**config.mk**
```make
export PLATFORM = sky130hd
export DESIGN_NAME = ahb_master_arbiter_flat
export DESIGN_NICKNAME = d
export VERILOG_FILES = /design/src/rtl/ahb_master_arbiter_if.sv /design/src/rtl/ahb_master_arbiter.sv /design/src/flat_wrapper.sv
export SDC_FILE = /design/constraint.sdc
export NUM_CORES = 1
export LEC_CHECK = 0
export CORE_AREA = 2 2 175 177
export CTS_CLUSTER_SIZE = 20
export DETAILED_ROUTE_END_ITERATION = 16
export DIE_AREA = 0 0 177 179
export DONT_BUFFER_PORTS = 1
export GPL_ROUTABILITY_DRIVEN = 1
export PLACE_DENSITY = 0.3
export SLEW_MARGIN = 25
export SYNTH_ARGS = -nofsm -noshare
export SYNTH_HDL_FRONTEND = slang
export SYNTH_SLANG_ARGS = --single-unit
```
**constraint.sdc**
```tcl
create_clock -name ahb_clk_in -period 1.84 [get_ports ahb_clk_in]
set_input_delay 0.184 -clock ahb_clk_in [delete_from_list [all_inputs] [get_ports ahb_clk_in]]
set_output_delay 0.184 -clock ahb_clk_in [all_outputs]
set_load 0.02 [all_outputs]
```
**src/rtl/ahb_master_arbiter_if.sv**
```systemverilog
// Bus bundle between the arbiter and the downstream AHB master port.
// The master modport is the arbiter side (drives the request fields and
// the abort pulse); the slave modport is the downstream master's side.
interface ahb_master_arbiter_if #(
  parameter int AHB_ADDR_WIDTH = 32,
  parameter int AHB_DATA_WIDTH = 32
) ();

  logic                      other_sel_out;
  logic                      other_valid_out;
  logic                      other_delay_out;
  logic                      other_write_out;
  logic [AHB_ADDR_WIDTH-1:0] other_addr_out;
  logic [2:0]                other_burst_out;
  logic [2:0]                other_size_out;
  logic [AHB_DATA_WIDTH-1:0] other_wdata_out;
  logic                      other_error_out;

  logic                      other_ready_in;
  logic                      other_error_in;
  logic [AHB_DATA_WIDTH-1:0] other_rdata_in;

  modport master (
    output other_sel_out,
    output other_valid_out,
    output other_delay_out,
    output other_write_out,
    output other_addr_out,
    output other_burst_out,
    output other_size_out,
    output other_wdata_out,
    output other_error_out,
    input  other_ready_in,
    input  other_error_in,
    input  other_rdata_in
  );

  modport slave (
    input  other_sel_out,
    input  other_valid_out,
    input  other_delay_out,
    input  other_write_out,
    input  other_addr_out,
    input  other_burst_out,
    input  other_size_out,
    input  other_wdata_out,
    input  other_error_out,
    output other_ready_in,
    output other_error_in,
    output other_rdata_in
  );

endinterface

```
**src/rtl/ahb_master_arbiter.sv**
```systemverilog
// Round-robin arbiter that lets NUM_REQ local requesters share one AHB
// master request port. A winner keeps the bus for its whole transfer
// sequence; the bus is then drained and left idle for one gap cycle
// before the next arbitration round.
module ahb_master_arbiter #(
  parameter int NUM_REQ        = 4,
  parameter int AHB_ADDR_WIDTH = 32,
  parameter int AHB_DATA_WIDTH = 32,
  parameter int GRANT_TIMEOUT  = 16
) (
  input  logic                              ahb_clk_in,
  input  logic                              ahb_rst_in,
  input  logic [NUM_REQ-1:0]                req_sel_in,
  input  logic [NUM_REQ-1:0]                req_valid_in,
  input  logic [NUM_REQ-1:0]                req_last_in,
  input  logic [NUM_REQ-1:0]                req_delay_in,
  input  logic [NUM_REQ-1:0]                req_write_in,
  input  logic [NUM_REQ*AHB_ADDR_WIDTH-1:0] req_addr_in,
  input  logic [NUM_REQ*3-1:0]              req_burst_in,
  input  logic [NUM_REQ*3-1:0]              req_size_in,
  input  logic [NUM_REQ*AHB_DATA_WIDTH-1:0] req_wdata_in,
  output logic [NUM_REQ-1:0]                grant_out,
  output logic [NUM_REQ-1:0]                req_ready_out,
  output logic [NUM_REQ-1:0]                req_error_out,
  output logic [AHB_DATA_WIDTH-1:0]         req_rdata_out,
  ahb_master_arbiter_if.master              other_if
);

  localparam int IDXW = (NUM_REQ > 1) ? $clog2(NUM_REQ) : 1;
  localparam int CNTW = $clog2(GRANT_TIMEOUT + 1);
  localparam logic [CNTW-1:0] CNT_LAST = CNTW'(GRANT_TIMEOUT - 1);
  localparam logic [CNTW-1:0] CNT_SAT  = CNTW'(GRANT_TIMEOUT);
  localparam logic [IDXW-1:0] IDX_MAX  = IDXW'(NUM_REQ - 1);

  typedef enum logic [1:0] {
    IDLE,
    OWN,
    DRAIN,
    GAP
  } state_e;

  state_e              state_q, state_d;
  logic [NUM_REQ-1:0]  grant_q, grant_d;
  logic [IDXW-1:0]     winIdx_q, winIdx_d;
  logic [IDXW-1:0]     rrPtr_q, rrPtr_d;
  logic [CNTW-1:0]     idleCnt_q, idleCnt_d;

  logic                      winSel;
  logic                      winValid;
  logic                      winLast;
  logic                      winDelay;
  logic                      winWrite;
  logic [AHB_ADDR_WIDTH-1:0] winAddr;
  logic [2:0]                winBurst;
  logic [2:0]                winSize;
  logic [AHB_DATA_WIDTH-1:0] winWdata;

  logic                      pickFound;
  logic [IDXW-1:0]           pickIdx;

  logic                      active;
  logic                      validOut;
  logic                      idleNow;
  logic                      timeoutPulse;
  logic                      acceptLast;
  logic [CNTW-1:0]           cntNext;

  // Select the granted requester's fields; an all-zero grant yields all-zero fields.
  always_comb begin
    winSel   = 1'b0;
    winValid = 1'b0;
    winLast  = 1'b0;
    winDelay = 1'b0;
    winWrite = 1'b0;
    winAddr  = '0;
    winBurst = '0;
    winSize  = '0;
    winWdata = '0;
    for (int i = 0; i < NUM_REQ; i++) begin
      if (grant_q[i]) begin
        winSel   = winSel   | req_sel_in[i];
        winValid = winValid | req_valid_in[i];
        winLast  = winLast  | req_last_in[i];
        winDelay = winDelay | req_delay_in[i];
        winWrite = winWrite | req_write_in[i];
        winAddr  = winAddr  | req_addr_in[i*AHB_ADDR_WIDTH +: AHB_ADDR_WIDTH];
        winBurst = winBurst | req_burst_in[i*3 +: 3];
        winSize  = winSize  | req_size_in[i*3 +: 3];
        winWdata = winWdata | req_wdata_in[i*AHB_DATA_WIDTH +: AHB_DATA_WIDTH];
      end
    end
  end

  // Round-robin search for the first requesting index starting at the pointer.
  always_comb begin : rrSearch
    int idx;
    idx       = 0;
    pickFound = 1'b0;
    pickIdx   = '0;
    for (int k = 0; k < NUM_REQ; k++) begin
      idx = int'(rrPtr_q) + k;
      if (idx >= NUM_REQ) begin
        idx = idx - NUM_REQ;
      end
      if (!pickFound && req_sel_in[idx]) begin
        pickFound = 1'b1;
        pickIdx   = IDXW'(idx);
      end
    end
  end

  // Phase decode, idle-timeout detection and the saturating idle counter's next value.
  always_comb begin
    active       = (state_q == OWN) || (state_q == DRAIN);
    validOut     = (state_q == OWN) && winValid && winSel;
    idleNow      = !validOut && !winDelay;
    timeoutPulse = active && idleNow && (idleCnt_q == CNT_LAST) && !ahb_rst_in &&
                   !((state_q == DRAIN) && other_if.other_ready_in);
    acceptLast   = validOut && other_if.other_ready_in && winLast;
    if (timeoutPulse || !idleNow) begin
      cntNext = '0;
    end else if (idleCnt_q != CNT_SAT) begin
      cntNext = idleCnt_q + 1'b1;
    end else begin
      cntNext = idleCnt_q;
    end
  end

  // Drive the shared master port and route responses to the winner only.
  always_comb begin
    other_if.other_sel_out   = active && !ahb_rst_in;
    other_if.other_valid_out = validOut;
    other_if.other_delay_out = winDelay;
    other_if.other_write_out = winWrite;
    other_if.other_addr_out  = winAddr;
    other_if.other_burst_out = winBurst;
    other_if.other_size_out  = winSize;
    other_if.other_wdata_out = winWdata;
    other_if.other_error_out = timeoutPulse;
    grant_out                = grant_q;
    req_ready_out            = grant_q & {NUM_REQ{other_if.other_ready_in}};
    req_error_out            = grant_q & {NUM_REQ{other_if.other_error_in | timeoutPulse}};
    req_rdata_out            = other_if.other_rdata_in;
  end

  // Arbitration state machine: grant, hold, drain, then a one-cycle gap.
  always_comb begin
    state_d   = state_q;
    grant_d   = grant_q;
    winIdx_d  = winIdx_q;
    rrPtr_d   = rrPtr_q;
    idleCnt_d = idleCnt_q;
    case (state_q)
      IDLE: begin
        idleCnt_d = '0;
        if (pickFound) begin
          state_d          = OWN;
          grant_d          = '0;
          grant_d[pickIdx] = 1'b1;
          winIdx_d         = pickIdx;
        end
      end
      OWN: begin
        idleCnt_d = cntNext;
        if (other_if.other_error_in || timeoutPulse || acceptLast || !winSel) begin
          state_d = DRAIN;
        end
      end
      DRAIN: begin
        idleCnt_d = cntNext;
        if (other_if.other_ready_in || timeoutPulse) begin
          state_d   = GAP;
          grant_d   = '0;
          idleCnt_d = '0;
        end
      end
      GAP: begin
        state_d   = IDLE;
        grant_d   = '0;
        idleCnt_d = '0;
        rrPtr_d   = (winIdx_q == IDX_MAX) ? '0 : winIdx_q + 1'b1;
      end
      default: begin
        state_d   = IDLE;
        grant_d   = '0;
        idleCnt_d = '0;
      end
    endcase
  end

  // State registers with synchronous reset.
  always_ff @(posedge ahb_clk_in) begin
    if (ahb_rst_in) begin
      state_q   <= IDLE;
      grant_q   <= '0;
      winIdx_q  <= '0;
      rrPtr_q   <= '0;
      idleCnt_q <= '0;
    end else begin
      state_q   <= state_d;
      grant_q   <= grant_d;
      winIdx_q  <= winIdx_d;
      rrPtr_q   <= rrPtr_d;
      idleCnt_q <= idleCnt_d;
    end
  end

endmodule

```
**src/flat_wrapper.sv**
```systemverilog
// flat-port wrapper written by rule: the top's interface ports become plain ports
module ahb_master_arbiter_flat 
#(
  parameter int NUM_REQ        = 4,
  parameter int AHB_ADDR_WIDTH = 32,
  parameter int AHB_DATA_WIDTH = 32,
  parameter int GRANT_TIMEOUT  = 16
)
  (ahb_clk_in, ahb_rst_in, req_sel_in, req_valid_in, req_last_in, req_delay_in, req_write_in, req_addr_in, req_burst_in, req_size_in, req_wdata_in, grant_out, req_ready_out, req_error_out, req_rdata_out, other_if_other_sel_out, other_if_other_valid_out, other_if_other_delay_out, other_if_other_write_out, other_if_other_addr_out, other_if_other_burst_out, other_if_other_size_out, other_if_other_wdata_out, other_if_other_error_out, other_if_other_ready_in, other_if_other_error_in, other_if_other_rdata_in);
  ahb_master_arbiter_if #(.AHB_ADDR_WIDTH(AHB_ADDR_WIDTH), .AHB_DATA_WIDTH(AHB_DATA_WIDTH)) other_if_i ();
  input  logic ahb_clk_in;
  input  logic ahb_rst_in;
  input  logic [NUM_REQ-1:0] req_sel_in;
  input  logic [NUM_REQ-1:0] req_valid_in;
  input  logic [NUM_REQ-1:0] req_last_in;
  input  logic [NUM_REQ-1:0] req_delay_in;
  input  logic [NUM_REQ-1:0] req_write_in;
  input  logic [NUM_REQ*AHB_ADDR_WIDTH-1:0] req_addr_in;
  input  logic [NUM_REQ*3-1:0] req_burst_in;
  input  logic [NUM_REQ*3-1:0] req_size_in;
  input  logic [NUM_REQ*AHB_DATA_WIDTH-1:0] req_wdata_in;
  output logic [NUM_REQ-1:0] grant_out;
  output logic [NUM_REQ-1:0] req_ready_out;
  output logic [NUM_REQ-1:0] req_error_out;
  output logic [AHB_DATA_WIDTH-1:0] req_rdata_out;
  output wire logic [$bits(other_if_i.other_sel_out)-1:0] other_if_other_sel_out;
  output wire logic [$bits(other_if_i.other_valid_out)-1:0] other_if_other_valid_out;
  output wire logic [$bits(other_if_i.other_delay_out)-1:0] other_if_other_delay_out;
  output wire logic [$bits(other_if_i.other_write_out)-1:0] other_if_other_write_out;
  output wire logic [$bits(other_if_i.other_addr_out)-1:0] other_if_other_addr_out;
  output wire logic [$bits(other_if_i.other_burst_out)-1:0] other_if_other_burst_out;
  output wire logic [$bits(other_if_i.other_size_out)-1:0] other_if_other_size_out;
  output wire logic [$bits(other_if_i.other_wdata_out)-1:0] other_if_other_wdata_out;
  output wire logic [$bits(other_if_i.other_error_out)-1:0] other_if_other_error_out;
  input wire logic [$bits(other_if_i.other_ready_in)-1:0] other_if_other_ready_in;
  input wire logic [$bits(other_if_i.other_error_in)-1:0] other_if_other_error_in;
  input wire logic [$bits(other_if_i.other_rdata_in)-1:0] other_if_other_rdata_in;
  assign other_if_other_sel_out = other_if_i.other_sel_out;
  assign other_if_other_valid_out = other_if_i.other_valid_out;
  assign other_if_other_delay_out = other_if_i.other_delay_out;
  assign other_if_other_write_out = other_if_i.other_write_out;
  assign other_if_other_addr_out = other_if_i.other_addr_out;
  assign other_if_other_burst_out = other_if_i.other_burst_out;
  assign other_if_other_size_out = other_if_i.other_size_out;
  assign other_if_other_wdata_out = other_if_i.other_wdata_out;
  assign other_if_other_error_out = other_if_i.other_error_out;
  assign other_if_i.other_ready_in = other_if_other_ready_in;
  assign other_if_i.other_error_in = other_if_other_error_in;
  assign other_if_i.other_rdata_in = other_if_other_rdata_in;
  ahb_master_arbiter #(.NUM_REQ(NUM_REQ), .AHB_ADDR_WIDTH(AHB_ADDR_WIDTH), .AHB_DATA_WIDTH(AHB_DATA_WIDTH), .GRANT_TIMEOUT(GRANT_TIMEOUT)) u_core (.ahb_clk_in(ahb_clk_in), .ahb_rst_in(ahb_rst_in), .req_sel_in(req_sel_in), .req_valid_in(req_valid_in), .req_last_in(req_last_in), .req_delay_in(req_delay_in), .req_write_in(req_write_in), .req_addr_in(req_addr_in), .req_burst_in(req_burst_in), .req_size_in(req_size_in), .req_wdata_in(req_wdata_in), .grant_out(grant_out), .req_ready_out(req_ready_out), .req_error_out(req_error_out), .req_rdata_out(req_rdata_out), .other_if(other_if_i));
endmodule
```
# Yosys cells after proc, flatten, opt, wreduce, memory -nomap -nowiden
# Index checks and enable logic that the tools add are counted.
# classes
eq_ne	9
n_mul	0
n_shift	0
div_mod_pow	0
reduce_logical	36
n_lt_le_gt_ge	10
bitwise	30
n_addsub	9
mux	74
# ops
operator	count
32-bit 2-to-1 mux	12
32-bit OR	6
32-bit by 4-bit < comparator with 1-bit output, second input constant	4
32-bit by 4-bit >= comparator with 1-bit output, second input constant	3
32-bit by 4-bit subtractor with 32-bit output, second input constant	3
1-bit 2-to-1 mux	33
3-bit 2-to-1 mux	8
3-bit OR	6
2-bit 2-to-1 mux	8
1-bit OR	16
1-bit logical AND	15
5-bit 2-to-1 mux	3
5-bit case mux with 3 select lines	1
4-bit case mux with 3 select lines	1
1-bit zero test	9
4-bit bitwise AND	2
1-bit binary-select mux with 2-bit select	4
4-bit 2-to-1 mux	2
2-bit case mux with 4 select lines	1
2-bit by 2-bit adder with 3-bit output, second input constant	2
2-bit equality test, second input constant	3
1-bit logical OR	6
3-bit AND reduction	2
5-bit by 1-bit adder with 5-bit output, second input constant	1
other kinds (16)	17
# word_totals
memories	0
reg_bits	15
output_inout_bits	119
mem_bits_ro	0
elab_cells	173
in_bits	336
ram_bits	0
latch_bits	0

# Longest topological paths before layout
# Gate-level depths: netlist (run 1).
# depth
depth_word	21
depth_mapped	8
ltp_nobuf	8

# Worst setup path before layout (run 1)
# No wires, ideal clock.
# synth_timing
path_type	flip-flop to output port
startpoint	reg u_core.grant_q[3] (netlist: u_core.grant_out[3])
endpoint	out req_error_out[0]
n_path_buf	1
slack_ps	-485
arrival_ps	2141
required_ps	1656
stages_incl_launch_ff	7
cell_sequence	dfxtp_1 buf_6 a221o_1 a2111oi_0 nor2b_1 nor2_1 nor2b_1
# synth_via
elab_chain_cells	11
elab_cells_between_ends	14
classes_between	mux: 3; bitwise: 2; reduce/logical: 9
# synth_rtl
item	line_no	source
start: declaration	ahb_master_arbiter.sv:43	logic [NUM_REQ-1:0] grant_q, grant_d;
start signal: assignment	ahb_master_arbiter.sv:201	grant_q <= grant_d;
1-bit 2-to-1 mux	ahb_master_arbiter.sv:80	if (grant_q[i]) begin
1-bit logical AND (2 in a row)	ahb_master_arbiter.sv:115	validOut = (state_q == OWN) && winValid && winSel;
1-bit zero test	ahb_master_arbiter.sv:116	idleNow = !validOut && !winDelay;
1-bit logical AND *	ahb_master_arbiter.sv:116	
1-bit logical AND * (4 in a row)	ahb_master_arbiter.sv:117	timeoutPulse = active && idleNow && (idleCnt_q == CNT_LAST) && !ahb_rst_in &&
via other_if_other_error_out	flat_wrapper.sv:34	output wire logic [$bits(other_if_i.other_error_out)-1:0] other_if_other_error_out;
1-bit OR *	ahb_master_arbiter.sv:142	req_error_out = grant_q & {NUM_REQ{other_if.other_error_in | timeoutPulse}};
4-bit bitwise AND *	ahb_master_arbiter.sv:142	
end: declaration	flat_wrapper.sv:24	output logic [NUM_REQ-1:0] req_error_out;
# The timed path passes the listed nets; every way through them passes the cells marked *.

# Final worst setup path (run 1)
# layout_timing
startpoint	reg u_core.idleCnt_q[0]
endpoint	out req_error_out[0]
# layout_via
elab_chain_cells	6
# layout_rtl
item	line_no	source
start: declaration	ahb_master_arbiter.sv:46	logic [CNTW-1:0] idleCnt_q, idleCnt_d;
start signal: assignment	ahb_master_arbiter.sv:204	idleCnt_q <= idleCnt_d;
5-bit by 4-bit equality test with 1-bit output	ahb_master_arbiter.sv:117	
1-bit logical AND (3 in a row)	ahb_master_arbiter.sv:117	
1-bit OR	ahb_master_arbiter.sv:142	
4-bit bitwise AND	ahb_master_arbiter.sv:142	
# No other way between the ends.

==> results of run 1 <==
## path summary, 6_finish.rpt
kind,end,cells past startpoint
max,req_error_out[0],8
min,u_core.winIdx_q[1]$_SDFFE_PP0P_,1
max reg2reg,u_core.state_q[1]$_SDFFE_PP0P_,8
min reg2reg,u_core.winIdx_q[1]$_SDFFE_PP0P_,2
## per-layer routing
layer / vias to the layer above / share of wire / wire (um)
met5: - / 0.00089 / 13
met4: 2 / 0.022 / 321
met3: 31 / 0.11 / 1630
met2: 256 / 0.47 / 6850
met1: 1592 / 0.40 / 5850
li1: 1436 / - / -
## area by class of cell
cell class,instances,area (sq um),share of cell area
Clock buffer,3,75.1,0.0217
Antenna cell,2,5.00,0.00145
Inverter,11,41.3,0.0119
Timing Repair Buffer,35,312,0.0900
Sequential cell,15,319,0.0922
Multi-Input combinational cell,306,2210,0.638
Clock inverter,1,5.00,0.00145
Tap cell,396,495,0.143
## sequential cells by signal, indices dropped and copies added (netlist names)
| signal | flops |
|---|---|
| u_core.grant_out | 4 |
| u_core.idleCnt_q | 5 |
| u_core.rrPtr_q | 2 |
| u_core.state_q | 2 |
| u_core.winIdx_q | 2 |
## placed cells by master (no fill, tap or decap), types with 4 or more instances in the layout
master,n
a22oi_1,144
buf_6,9
nand2_1,75
buf_4,24
dfxtp_4,4
ha_1,5
dfxtp_1,8
a21oi_1,4
nor2b_4,5
inv_1,8
nor2_1,10
mux2i_1,10
and2_1,5
a22oi_2,4
## synthesized netlist by cell type, drive strengths merged
master,n
a2111o,1
a2111oi,2
a21o,1
a21oi,4
a221o,3
a221oi,2
a22o,1
a22oi,148
a311oi,1
and2,5
and3,1
buf,42
clkbuf,25
dfxtp,15
ha,9
inv,11
mux2,1
mux2i,10
nand2,76
nand2b,2
nand3,3
nand3b,2
nor2,13
nor2b,7
nor3,2
nor4,1
nor4b,1
o21ai,3
o2bb2a,1
o311a,2
or3b,1
xnor2,2
xor2,1
## metrics by stage
| step | area (sq um) | power, mW |
|---|---|---|
| 2_1_floorplan | 2820 | 3.01 |
| 3_3_place_gp | 3190 | 3.61 |
| 3_5_place_dp | 3190 | 3.60 |
| 4_1_cts | 3400 | 4.14 |
| 5_1_grt | 3460 | 4.52 |
| 6_report | 3460 | 4.15 |
## report_power, final
group | internal [mW] | switching [mW]
clock | 0.290 | 0.139
combinational | 0.952 | 2.29
sequential | 0.403 | 0.0741
## timing repair
item                                    4_1_cts  5_1_grt
hold endpoints to repair                      0        2
hold buffers                                  0        1
endpoints found under the setup margin       19       22
resized for setup                            22       13
pin swaps                                     5        8
gates cloned                                  0        0
setup buffers                                 1        2
## worst max-delay path, cell delays in order (launching register included)
cell and delay, ns:
dfxtp_2 0.34, ha_4 0.13, and3_4 0.17, ha_4 0.13, nand2_4 0.05, a2111oi_4 0.21, nor2b_4 0.25, nor2_4 0.10
nor2b_4 0.20
## cells by family (layout without fill, tap and decap cells)
kind of cell | Yosys count | in the layout | share of synthesized area
other | 0 | 2 | 0
xor gates and xnor gates | 3 | 3 | 0.00949
buffers and inverters | 78 | 50 | 0.155
AOI/OAI and AO/OA | 169 | 169 | 0.466
muxes | 11 | 11 | 0.0402
and+or+nand+nor | 114 | 114 | 0.180
DFF | 15 | 15 | 0.108
adders and majority gates | 9 | 9 | 0.0407
==> impl_metrics.env, run 1 <==
export IMPL_min_period_ns=2.03
export IMPL_antenna_found_initial=1
export IMPL_ys_seq_elements=15
export IMPL_worst_slack_ns=-0.194
export IMPL_finalHoldViolations=0
export IMPL_dp_slack_ns=-0.281
export IMPL_fin_crit_sh=1.11
export IMPL_final_cells=769
export IMPL_r2r_start="u_core.idleCnt_q[0]$_SDFF_PP0_"
export IMPL_htree_levels=1
export IMPL_vias=3317
export IMPL_synth_distinct_cells=40
export IMPL_insertion_delay_ns=0.25
export IMPL_dp_hpwl_mm=12.3
export IMPL_cts_max_path_buffers=2
export IMPL_synth_nets=744
export IMPL_synth_area_sq_um=2770
export IMPL_die_width_um=177
export IMPL_io_pins=455
export IMPL_port_buffer_count=0
export IMPL_synthCells=399
export IMPL_drt_total_wl_mm=14.7
export IMPL_cts_root_buf="clkbuf_16"
export IMPL_ir_worst_vdd_uv=337
export IMPL_gr_usage_all_layers=0.0775
export IMPL_nFillCells=3467
export IMPL_drive_above_1_share=0.194
export IMPL_overflow=0
export IMPL_cp_arrival_ns=1.85
export IMPL_grt_use_met2=0.119
export IMPL_skew_ns=0.00473
export IMPL_violations="setup timing"
export IMPL_crit_type="register to output port"
export IMPL_syn_to_final_growth_pct=25.0
export IMPL_maxCapViolCount=0
export IMPL_worst_setup_path_end_kind="output port"
export IMPL_slew_viol_final=0
export IMPL_yosys_area_top_type="a22oi_1"
export IMPL_core_area_sq_um=30000
export IMPL_hold_class="primary input to register"
export IMPL_r2r_setup_slack_ns=-0.18
export IMPL_synth_top_cell_area_share=0.399
export IMPL_ys_warn_count=0
export IMPL_drc=0
export IMPL_top_usage_layer="met2"
export IMPL_crit_required_ns=1.66
export IMPL_dr_pass1_iters=4
export IMPL_wl_per_cell_um=19.1
export IMPL_finalNetCount=717
export IMPL_grt_max_degree=43
export IMPL_viasPerCell=4.31
export IMPL_final_core_util=0.115
export IMPL_start_util=0.0922
export IMPL_min_from="ahb_rst_in"
export IMPL_rows=64
export IMPL_cts_sinks=15
export IMPL_p_per_area_nw_per_um2=1200
export IMPL_numCtsBuffers=3
export IMPL_placed_cells=760
export IMPL_rsz0062_at_grt="true"
export IMPL_worstSetupStartpoint="u_core.idleCnt_q[0]$_SDFF_PP0_"
export IMPL_startpoint_type="register"
export IMPL_die_area_sq_um=31700
export IMPL_drt_iter0_markers=255
export IMPL_grt_pass1_vias=2744
export IMPL_postRouteAntennaNets=0
export IMPL_met3_usage=0.0235
export IMPL_cts_tree="built"
export IMPL_cellLeakagePower_nw=1.26
export IMPL_max_freq_ghz=0.492
export IMPL_slew_headroom=0.686
export IMPL_syn_avg_cell_area_sq_um=6.94
export IMPL_path_max_fanout=4
export IMPL_synth_area_leaders="a22oi_1 (40%), dfxtp_1 (11%), nand2_1 (10%)"
export IMPL_cts_clk_slew_worst_paths_ns=0.05
export IMPL_use_met1=0.103
export IMPL_grt_pass1_wl_mm=18.2
export IMPL_whs_ns=0.00650
export IMPL_worst_pin_slew_ns=0.466
export IMPL_die_height_um=179
export IMPL_status="finished with violations"
export IMPL_finalSetupViolations=11
export IMPL_tns_ns=-1.72
export IMPL_gp_congestion=0.811
export IMPL_ys_seq_area_frac=0.108
Note: power is estimated with default switching activity, not from simulation.
==> run 2, diff against run 1 <==
--- a/config.mk
+++ b/config.mk
@@ -5,13 +5,15 @@
 export SDC_FILE = /design/constraint.sdc
 export NUM_CORES = 1
 export LEC_CHECK = 0
-export CORE_AREA = 2 2 175 177
+export CELL_PAD_IN_SITES_DETAIL_PLACEMENT = 0
+export CELL_PAD_IN_SITES_GLOBAL_PLACEMENT = 2
+export CORE_AREA = 2 2 174 176
 export CTS_CLUSTER_SIZE = 20
 export DETAILED_ROUTE_END_ITERATION = 16
-export DIE_AREA = 0 0 177 179
+export DIE_AREA = 0 0 176 178
 export DONT_BUFFER_PORTS = 1
 export GPL_ROUTABILITY_DRIVEN = 1
-export PLACE_DENSITY = 0.3
+export PLACE_DENSITY = 0.35
 export SLEW_MARGIN = 25
 export SYNTH_ARGS = -nofsm -noshare
 export SYNTH_HDL_FRONTEND = slang
==> run 2 against run 1 <==
  * Critical path depth grew 1
  * Hold slack gained 0.15 ns
  * Sequential power shrank 1%
  * Clock skew shrank 0.0016 ns
  * Final cell count shrank 0.26%
  * Total power grew 0.87%
  * Combinational power grew 2%
  * The flow still finishes with violations (setup timing)
  * Routed wire length grew 3.1%
  * Clock-buffer cell count is the same
  * Clock power shrank 1%
  * Largest cell class unchanged
==> impl_metrics.env, run 2 (synthesized netlist as in run 1, its figures left out) <==
export IMPL_status="finished with violations"
export IMPL_violations="setup timing"
export IMPL_crit_type="register to output port"
export IMPL_finalPower_mw=4.18
export IMPL_mostFrequentLayoutCells="a22oi_1 (146), nand2_1 (75), buf_4 (33)"
export IMPL_critPathSlowestCell="dfxtp_2"
export IMPL_dp_slack_ns=-0.270
export IMPL_finalNetCount=723
export IMPL_worst_path_buf_inv=1
export IMPL_path_max_fanout=4
export IMPL_final_common_cell="a22oi_1"
export IMPL_diodes=0
export IMPL_core_area_sq_um=29400
export IMPL_drt_iter0_markers=239
export IMPL_gp_congestion=0.740
export IMPL_cts_clk_slew_worst_paths_ns=0.05
export IMPL_final_core_util=0.119
export IMPL_largest_register="u_core.idleCnt_q"
export IMPL_cts_root_buf="clkbuf_16"
export IMPL_start_util=0.0942
export IMPL_slew_viol_final=0
export IMPL_rows=63
export IMPL_maxCapViolCount=0
export IMPL_crit_required_ns=1.66
export IMPL_syn_to_final_growth_pct=26.6
export IMPL_worst_slack_ns=-0.234
export IMPL_finalSetupViolations=11
export IMPL_nFillCells=3432
export IMPL_htree_levels=1
export IMPL_worst_setup_path_end_kind="output port"
export IMPL_drt_total_wl_mm=15.1
export IMPL_max_freq_ghz=0.482
export IMPL_cts_sinks=15
export IMPL_overflow=0
export IMPL_cp_top_family="simple AND/OR/NAND/NOR gates"
export IMPL_cp_arrival_ns=1.89
export IMPL_die_area_sq_um=31300
export IMPL_gr_usage_all_layers=0.0794
export IMPL_io_pins=455
export IMPL_fin_crit_sh=1.13
export IMPL_min_period_ns=2.07
export IMPL_drc=0
export IMPL_wl_per_cell_um=19.7
export IMPL_startpoint_type="register"
export IMPL_path_cells="ha_4, and3_4, ha_4, nand2_4, a2111oi_4, nor2b_4, nor2_4, buf_12, nor2b_4"
export IMPL_grt_pass1_vias=2998
export IMPL_ir_worst_vdd_uv=465
export IMPL_insertion_delay_ns=0.24
export IMPL_rsz0062_at_grt="true"
export IMPL_antenna_found_initial=0
export IMPL_whs_ns=0.154
export IMPL_largest_reg_flops=5
export IMPL_slew_headroom=0.636
export IMPL_vias=3349
export IMPL_die_height_um=178
export IMPL_drive_above_1_share=0.199
export IMPL_numCtsBuffers=3
export IMPL_cts_max_path_buffers=2
export IMPL_dr_pass1_iters=4
export IMPL_hold_class="primary input to register"
export IMPL_grt_max_degree=46
export IMPL_skew_ns=0.00311
export IMPL_postRouteAntennaNets=0
export IMPL_port_buffer_count=0
export IMPL_finalHoldViolations=0
export IMPL_die_width_um=176
export IMPL_cts_tree="built"
export IMPL_max_stage_delay_ns=0.35
export IMPL_p_per_area_nw_per_um2=1190
export IMPL_cellLeakagePower_nw=1.29
export IMPL_viasPerCell=4.37
export IMPL_worst_pin_slew_ns=0.547
export IMPL_dp_hpwl_mm=13.0
export IMPL_grt_pass1_wl_mm=19.1
==> run 2: cell count changes in the layout (fill, tap and decap cells not counted), sizes merged <==
cell and delta:
diode -2, buf +6
==> run 2: per-stage QoR <==
| step | instance area (sq um) | std cells | setup TNS (ns) |
|---|---|---|---|
| 2_1_floorplan | 2820 | 399 | -0.760 |
| 3_3_place_gp | 3200 | 756 | -2.13 |
| 3_5_place_dp | 3200 | 756 | -2.43 |
| 4_1_cts | 3420 | 764 | -2.12 |
| 5_1_grt | 3510 | 767 | -2.85 |
| 6_report | 3510 | 767 | -1.92 |
==> run 2: power by group <==
group | internal (mW) | switching (mW)
combinational | 0.933 | 2.35
sequential | 0.402 | 0.0702
clock | 0.290 | 0.133
total | 1.62 | 2.56
==> run 2: final timing paths <==
check        cells after the start                            start  slack (ns)                              end
min reg2reg                      2  u_core.winIdx_q[1]$_SDFFE_PP0P_        0.52  u_core.winIdx_q[1]$_SDFFE_PP0P_
min                              2                       ahb_rst_in        0.15   u_core.state_q[1]$_SDFFE_PP0P_
max                              9   u_core.idleCnt_q[0]$_SDFF_PP0_       -0.23                 req_error_out[2]
max reg2reg                      8   u_core.idleCnt_q[0]$_SDFF_PP0_       -0.17   u_core.state_q[1]$_SDFFE_PP0P_
==> run 2: metal layers <==
metal,wire [um],vias to the layer above,part of all wire,track usage
met5,0,-,0,0
met4,131,0,0.0087,0.0124
met3,1070,18,0.071,0.0145
met2,7770,228,0.51,0.137
met1,6140,1655,0.41,0.105
li1,-,1448,-,-
==> run 2: cell type report <==
| cell class | count | area (sq um) | area share |
|---|---|---|---|
| multi-input cells | 306 | 2220 | 0.635 |
| well taps | 390 | 488 | 0.139 |
| repair buffers | 41 | 354 | 0.101 |
| flip-flops and latches | 15 | 318 | 0.0906 |
| clock buffers | 3 | 75.1 | 0.0214 |
| inverters | 11 | 41.3 | 0.0118 |
| clock inverters | 1 | 5.00 | 0.00143 |
==> run 2: what timing repair did <==
item / in CTS / in global routing
cloned: 0 / 0
endpoints found under the hold margin: 4 / 0
setup buffers: 3 / 3
setup endpoints to repair: 20 / 16
pin swaps: 6 / 4
hold buffers: 1 / 0
resized for setup: 19 / 13
